$ cat config.mk
export PLATFORM = sky130hd
export DESIGN_NAME = up_acc_core
export DESIGN_NICKNAME = d
export VERILOG_FILES = /design/src/rtl/up_core_pkg.sv /design/src/rtl/up_alu.sv /design/src/rtl/up_acc_core.sv
export SDC_FILE = /design/constraint.sdc
export NUM_CORES = 1
export LEC_CHECK = 0
export ABC_AREA = 0
export ABC_CLOCK_PERIOD_IN_PS = 3200
export CAP_MARGIN = 20
export CORE_UTILIZATION = 40
export CTS_BUF_LIST = sky130_fd_sc_hd__clkbuf_4 sky130_fd_sc_hd__clkbuf_8
export DETAILED_ROUTE_END_ITERATION = 8
export GPL_ROUTABILITY_DRIVEN = 1
export HOLD_SLACK_MARGIN = 0.08
export PLACE_DENSITY = 0.73
export SETUP_SLACK_MARGIN = 0.15
export SLEW_MARGIN = 20
export SYNTH_ARGS = -nofsm -noshare
export SYNTH_HDL_FRONTEND = slang
export SYNTH_SLANG_ARGS = --single-unit
$ cat constraint.sdc
create_clock -name clock -period 3.2 [get_ports clock]
set_input_delay 0.64 -clock clock [delete_from_list [all_inputs] [get_ports clock]]
set_output_delay 0.64 -clock clock [all_outputs]
set_load 0.1 [all_outputs]
$ cat src/rtl/up_core_pkg.sv
// up_core_pkg: opcode map, phase encodings and instruction-class helpers for up_acc_core.
package up_core_pkg;
  localparam logic [3:0] OP_JC    = 4'd0;
  localparam logic [3:0] OP_JNC   = 4'd1;
  localparam logic [3:0] OP_CMPI  = 4'd2;
  localparam logic [3:0] OP_CMPM  = 4'd3;
  localparam logic [3:0] OP_LIT   = 4'd4;
  localparam logic [3:0] OP_IN    = 4'd5;
  localparam logic [3:0] OP_LD    = 4'd6;
  localparam logic [3:0] OP_ST    = 4'd7;
  localparam logic [3:0] OP_JZ    = 4'd8;
  localparam logic [3:0] OP_JNZ   = 4'd9;
  localparam logic [3:0] OP_ADDI  = 4'd10;
  localparam logic [3:0] OP_ADDM  = 4'd11;
  localparam logic [3:0] OP_JMP   = 4'd12;
  localparam logic [3:0] OP_OUT   = 4'd13;
  localparam logic [3:0] OP_NANDI = 4'd14;
  localparam logic [3:0] OP_NANDM = 4'd15;
  localparam logic PH_FETCH = 1'b0;
  localparam logic PH_EXEC  = 1'b1;
  function automatic logic is_mem_op(input logic [3:0] op);
    return op inside {OP_CMPM, OP_LD, OP_ST, OP_ADDM, OP_NANDM};
  endfunction
  function automatic logic is_two_word(input logic [3:0] op);
    return is_mem_op(op) || (op inside {OP_JC, OP_JNC, OP_JZ, OP_JNZ, OP_JMP});
  endfunction
endpackage

$ cat src/rtl/up_alu.sv
// up_alu: combinational ADD / CMP / NAND unit with per-op write enables for accu and flags.
module up_alu
  import up_core_pkg::*;
#(
  parameter int DATA_W = 4
) (
  input  logic [DATA_W-1:0] a,
  input  logic [DATA_W-1:0] b,
  input  logic [3:0]        opcode,
  output logic [DATA_W-1:0] result,
  output logic              c_out,
  output logic              z_out,
  output logic              c_we,
  output logic              z_we,
  output logic              acc_we
);
  logic [DATA_W:0] sum;
  logic add, cmp, nd;
  always_comb begin
    sum    = {1'b0, a} + {1'b0, b};
    add    = opcode inside {OP_ADDI, OP_ADDM};
    cmp    = opcode inside {OP_CMPI, OP_CMPM};
    nd     = opcode inside {OP_NANDI, OP_NANDM};
    result = add ? sum[DATA_W-1:0] : ~(a & b);
    c_out  = add ? sum[DATA_W] : (a >= b);
    z_out  = cmp ? (a == b) : (result == '0);
    c_we   = add | cmp;
    z_we   = add | cmp | nd;
    acc_we = add | nd;
  end
endmodule

$ cat src/rtl/up_acc_core.sv
// up_acc_core: two-phase accumulator uP core; define UP_CORE_WAIT_EN to add mem_ready wait states on memory ops.
module up_acc_core
  import up_core_pkg::*;
#(
  parameter int DATA_W = 4,
  parameter int ADDR_W = 12,
  parameter int OP_W   = 4
) (
  input  logic                   clock,
  input  logic                   reset,
`ifdef UP_CORE_WAIT_EN
  input  logic                   mem_ready,
`endif
  input  logic [OP_W+DATA_W-1:0] program_word,
  output logic [ADDR_W-1:0]      pc,
  output logic                   phase,
  output logic [OP_W-1:0]        instr,
  output logic [DATA_W-1:0]      oprnd,
  output logic [DATA_W-1:0]      accu,
  output logic                   c_flag,
  output logic                   z_flag,
  output logic [DATA_W-1:0]      data_bus,
  output logic [ADDR_W-1:0]      ram_addr,
  output logic [DATA_W-1:0]      ram_wdata,
  output logic                   ram_we,
  input  logic [DATA_W-1:0]      ram_rdata,
  input  logic [DATA_W-1:0]      pushbuttons,
  output logic [DATA_W-1:0]      out_port
);
  logic [2*DATA_W+OP_W-1:0] wide;
  logic [ADDR_W-1:0] target, pc_inc;
  logic [DATA_W-1:0] op_b, alu_res;
  logic exec, two_word, mem_op, taken, stall;
  logic alu_c, alu_z, c_we, z_we, acc_we;
  up_alu #(.DATA_W(DATA_W)) u_alu (
    .a(accu), .b(op_b), .opcode(instr), .result(alu_res),
    .c_out(alu_c), .z_out(alu_z), .c_we(c_we), .z_we(z_we), .acc_we(acc_we)
  );
  // The second word of a two-word op is read at the already-incremented pc.
  assign wide      = {oprnd, program_word};
  assign target    = wide[ADDR_W-1:0];
  assign pc_inc    = pc + ADDR_W'(1);
  assign exec      = phase == PH_EXEC;
  assign two_word  = is_two_word(instr);
  assign mem_op    = is_mem_op(instr);
  assign op_b      = mem_op ? ram_rdata : oprnd;
  assign ram_addr  = (exec && mem_op) ? target : '0;
  assign ram_wdata = accu;
  assign ram_we    = exec && instr == OP_ST;
`ifdef UP_CORE_WAIT_EN
  assign stall = exec && mem_op && !mem_ready;
`else
  assign stall = 1'b0;
`endif
  always_comb begin
    taken = (instr == OP_JC && c_flag) || (instr == OP_JNC && !c_flag) ||
            (instr == OP_JZ && z_flag) || (instr == OP_JNZ && !z_flag) || instr == OP_JMP;
    data_bus = !exec ? '0 :
               mem_op ? (instr == OP_ST ? accu : ram_rdata) :
               instr == OP_IN ? pushbuttons :
               instr == OP_OUT ? accu :
               two_word ? '0 : oprnd;
  end
  always_ff @(posedge clock) begin
    if (reset) begin
      pc       <= '0;
      phase    <= PH_FETCH;
      instr    <= '0;
      oprnd    <= '0;
      accu     <= '0;
      c_flag   <= 1'b0;
      z_flag   <= 1'b0;
      out_port <= '0;
    end else if (!exec) begin
      {instr, oprnd} <= program_word;
      pc             <= pc_inc;
      phase          <= PH_EXEC;
    end else if (!stall) begin
      phase    <= PH_FETCH;
      pc       <= (two_word && taken) ? target : two_word ? pc_inc : pc;
      accu     <= acc_we ? alu_res :
                  instr == OP_LIT ? oprnd :
                  instr == OP_IN ? pushbuttons :
                  instr == OP_LD ? ram_rdata : accu;
      c_flag   <= c_we ? alu_c : c_flag;
      z_flag   <= z_we ? alu_z : z_flag;
      out_port <= instr == OP_OUT ? accu : out_port;
    end
  end
endmodule

==> impl_metrics.json <==
{
  "max_cap_violations": 0,
  "max_freq_mhz": 368,
  "layout-drive-gt1-share": 0.235,
  "cts_setup_buffers": 0,
  "yosysSeqAreaShare": 0.245,
  "hold_viol": 0,
  "cp.arrival_ns": 2.08,
  "worstSetupStartpointType": "flip-flop",
  "synthDistinctLibCells": 59,
  "syn_to_final_growth_pct": 36.7,
  "skew_ns": 0.00366,
  "p_switching_w": 0.000557,
  "nNetsFinal": 418,
  "crit_fanout": 27,
  "intPower_w": 0.000731,
  "cts_hold_repair.buffers": 0,
  "finalSetupTns_ns": 0,
  "hold_path.class": "reg2reg",
  "wl_per_cell_um": 16.3,
  "synth_area_leader_cell": "dfxtp_1",
  "p_sw_frac": 0.433,
  "synth_xor_xnor_area_share": 0.0138,
  "grt_antenna_before_repair": 0,
  "wl_um": 7520,
  "synth_simple_gate_area_frac": 0.238,
  "synth_top_family_by_area": "compound AO/OA/AOI/OAI gates",
  "cp.required_ns": 2.56,
  "first_pass_iters": 4,
  "critical-path-top-delay-family": "compound AO/OA/AOI/OAI gates",
  "hp-start": "pc[11]$_SDFFE_PP0P_",
  "clockBufferDepth": 2,
  "yosys_warnings": 0,
  "worstSetupStartpoint": "instr[0]$_SDFFE_PP0N_",
  "synth_cells": 328,
  "dp_slack_ns": 0.342,
  "viasPerCell": 5.82,
  "clockPowerShare": 0.242,
  "rsz0062_at_grt": "false",
  "ant_nets": 0,
  "path_clk_slew_ns": 0.06,
  "finalWorstSetupSlack_ns": 0.481,
  "slew_violations": 0,
  "outcome": "finished, final reports clean",
  "endpoint_kind": "output pin",
  "synth_area_um2": 2530,
  "relSlewSlack": 0.575,
  "cp_num_buf_inv": 2,
  "clk_latency_ns": 0.28,
  "timing.final.crit_share": 0.850,
  "peakVddDrop_mv": 0.359,
  "cp_cell_sequence": "buf_4, nor2_1, a22o_1, a221oi_1, nor3_4, buf_12",
  "synth_compound_area_frac": 0.251,
  "gr-total-overflow": 0,
  "die_h_um": 81.6,
  "grt_pass1_vias": 2389,
  "clock-sinks": 31,
  "port-buffer-count": 69,
  "initial_core_util": 0.420,
  "routed-via-count": 2690,
  "period_needed_ns": 2.72,
  "setup_violations": 0,
  "dpl.hpwl_um": 5510,
  "cts_tree": "built",
  "seqPwrFrac": 0.352,
  "syn_avg_cell_area_um2": 7.72,
  "synth_edf_count": 0,
  "syn_nets": 359,
  "path_class": "reg2out",
  "cellLeakagePower_nw": 1.45,
  "powerDensity_nw_per_um2": 372,
  "clock-root-buffer": "clkbuf_8",
  "rows": 28,
  "synthAdderAreaFrac": 0.0672,
  "synth_ff_type": "dfxtp_1",
  "io-pin-count": 70,
  "route.detailed.drc": 0,
  "nFillCells": 551,
  "cts_resized": 0,
  "design.die.area_um2": 6650,
  "first_iter_violations": 201,
  "die_x_um": 81.6,
  "grt_max_degree": 33,
  "synth_area_leaders": "dfxtp_1 (25%), mux2i_1 (9.1%), ha_1 (5.9%)",
  "cts_max_level": 2,
  "power.share.combinational": 0.406,
  "slowest_delay_ns": 0.41,
  "hold_ws_ns": 0.501,
  "synthArstFlopShare": 0,
  "r2r-start": "instr[3]$_SDFFE_PP0N_",
  "worst_pin_slew_ns": 0.635,
  "grt_pass1_wl_um": 12100,
  "synth.area.mux_share": 0.104,
  "yosysTopAreaCellShare": 0.245,
  "core-area_um2": 6030,
  "place_congestion": 0.967,
  "diodes": 0,
  "grt_use_total": 0.234,
  "ys_seq_elements": 31,
  "numCtsBuffers": 5,
  "critPathSlowestCell": "a221oi_1"
}
==> flip-flops by register name, summed over array words and instances (netlist names) <==
name      cells
pc           12
accu          4
instr         4
oprnd         4
out_port      4
c_flag        1
phase         1
z_flag        1
==> cells in the mapped netlist, types with 4 or more instances <==
master and n:
a211oi_1 9, a21oi_1 29, and3_1 14, buf_2 6, buf_4 4, clkbuf_1 12
dfxtp_1 31, ha_1 12, inv_1 17, mux2i_1 23, nand2_1 20, nand2b_1 8
nand3_1 11, nor2_1 34, nor3_1 7, o211ai_1 4, o21ai_0 18, o32ai_1 8
==> final cells by class <==
| cell class | instances | area [um2] | area share |
|---|---|---|---|
| Multi-Input combinational cell | 253 | 1760 | 0.508 |
| Sequential cell | 31 | 629 | 0.182 |
| Timing Repair Buffer | 78 | 828 | 0.239 |
| Clock buffer | 7 | 83.8 | 0.0242 |
| Inverter | 18 | 67.6 | 0.0195 |
| Tap cell | 75 | 93.8 | 0.0271 |
==> stage by stage <==
step / power (W) / area, um2 / utilization / std cells
floorplan: 0.000849 / 2590 / - / 328
global placement: 0.000975 / 3380 / 0.560 / 455
detailed placement: 0.000982 / 3380 / 0.560 / 455
CTS: 0.00129 / 3460 / 0.574 / 462
global route: 0.00134 / 3460 / 0.574 / 462
finish: 0.00129 / 3460 / 0.574 / 462
==> routing by layer <==
metal	share of wire	up-vias	GRT usage
li1	-	1306	-
met1	0.46	1279	0.332
met2	0.46	100	0.356
met3	0.075	5	0.0400
met4	0.0056	0	0.0737
met5	0	-	0
==> worst min-delay path, cell delays in order, from the launching register on <==
cell	delay, ns
dfxtp_1	0.32
inv_1	0.05
o32ai_1	0.08
==> worst paths after layout <==
check | to | slack, ns | cells past startpoint
setup / recovery | data_bus[0] | 0.48 | 6
hold / removal | pc[11]$_SDFFE_PP0P_ | 0.50 | 2
setup reg to reg | accu[2]$_SDFFE_PP0P_ | 0.55 | 10
hold reg to reg | pc[11]$_SDFFE_PP0P_ | 0.50 | 2
==> logic make-up (layout without fill, tap and decap cells) <==
logic type | Yosys count | after routing
xor gates and xnor gates | 4 | 4
AOI/OAI and AO/OA | 94 | 94
adders and majority gates | 13 | 13
muxes | 26 | 26
and+or+nand+nor | 116 | 116
DFF | 31 | 31
buffers and inverters | 44 | 103
==> power by group through the flow <==
stage          registers (W)  clock network, W  logic (W)
2_1_floorplan       0.000598                 0   0.000251
3_3_place_gp        0.000461                 0   0.000515
3_5_place_dp        0.000462                 0   0.000520
4_1_cts             0.000453          0.000316   0.000522
5_1_grt             0.000458          0.000330   0.000555
6_report            0.000454          0.000311   0.000523
==> cells in the final DEF, fill, tap and decap left out, types with 5 or more instances in the layout <==
cell type	synthesis	layout
nand3_1	11	11
and3_1	14	14
buf_4	4	45
inv_1	17	17
buf_12	0	16
clkdlybuf4s50_1	0	17
nand2_1	20	20
mux2i_1	23	23
nor2_1	34	33
o21ai_0	18	18
o32ai_1	8	8
clkbuf_8	0	5
a21oi_1	29	29
ha_1	12	12
dfxtp_1	31	26
nand2b_1	8	8
a211oi_1	9	8
Power figures use the tool's default switching activity.
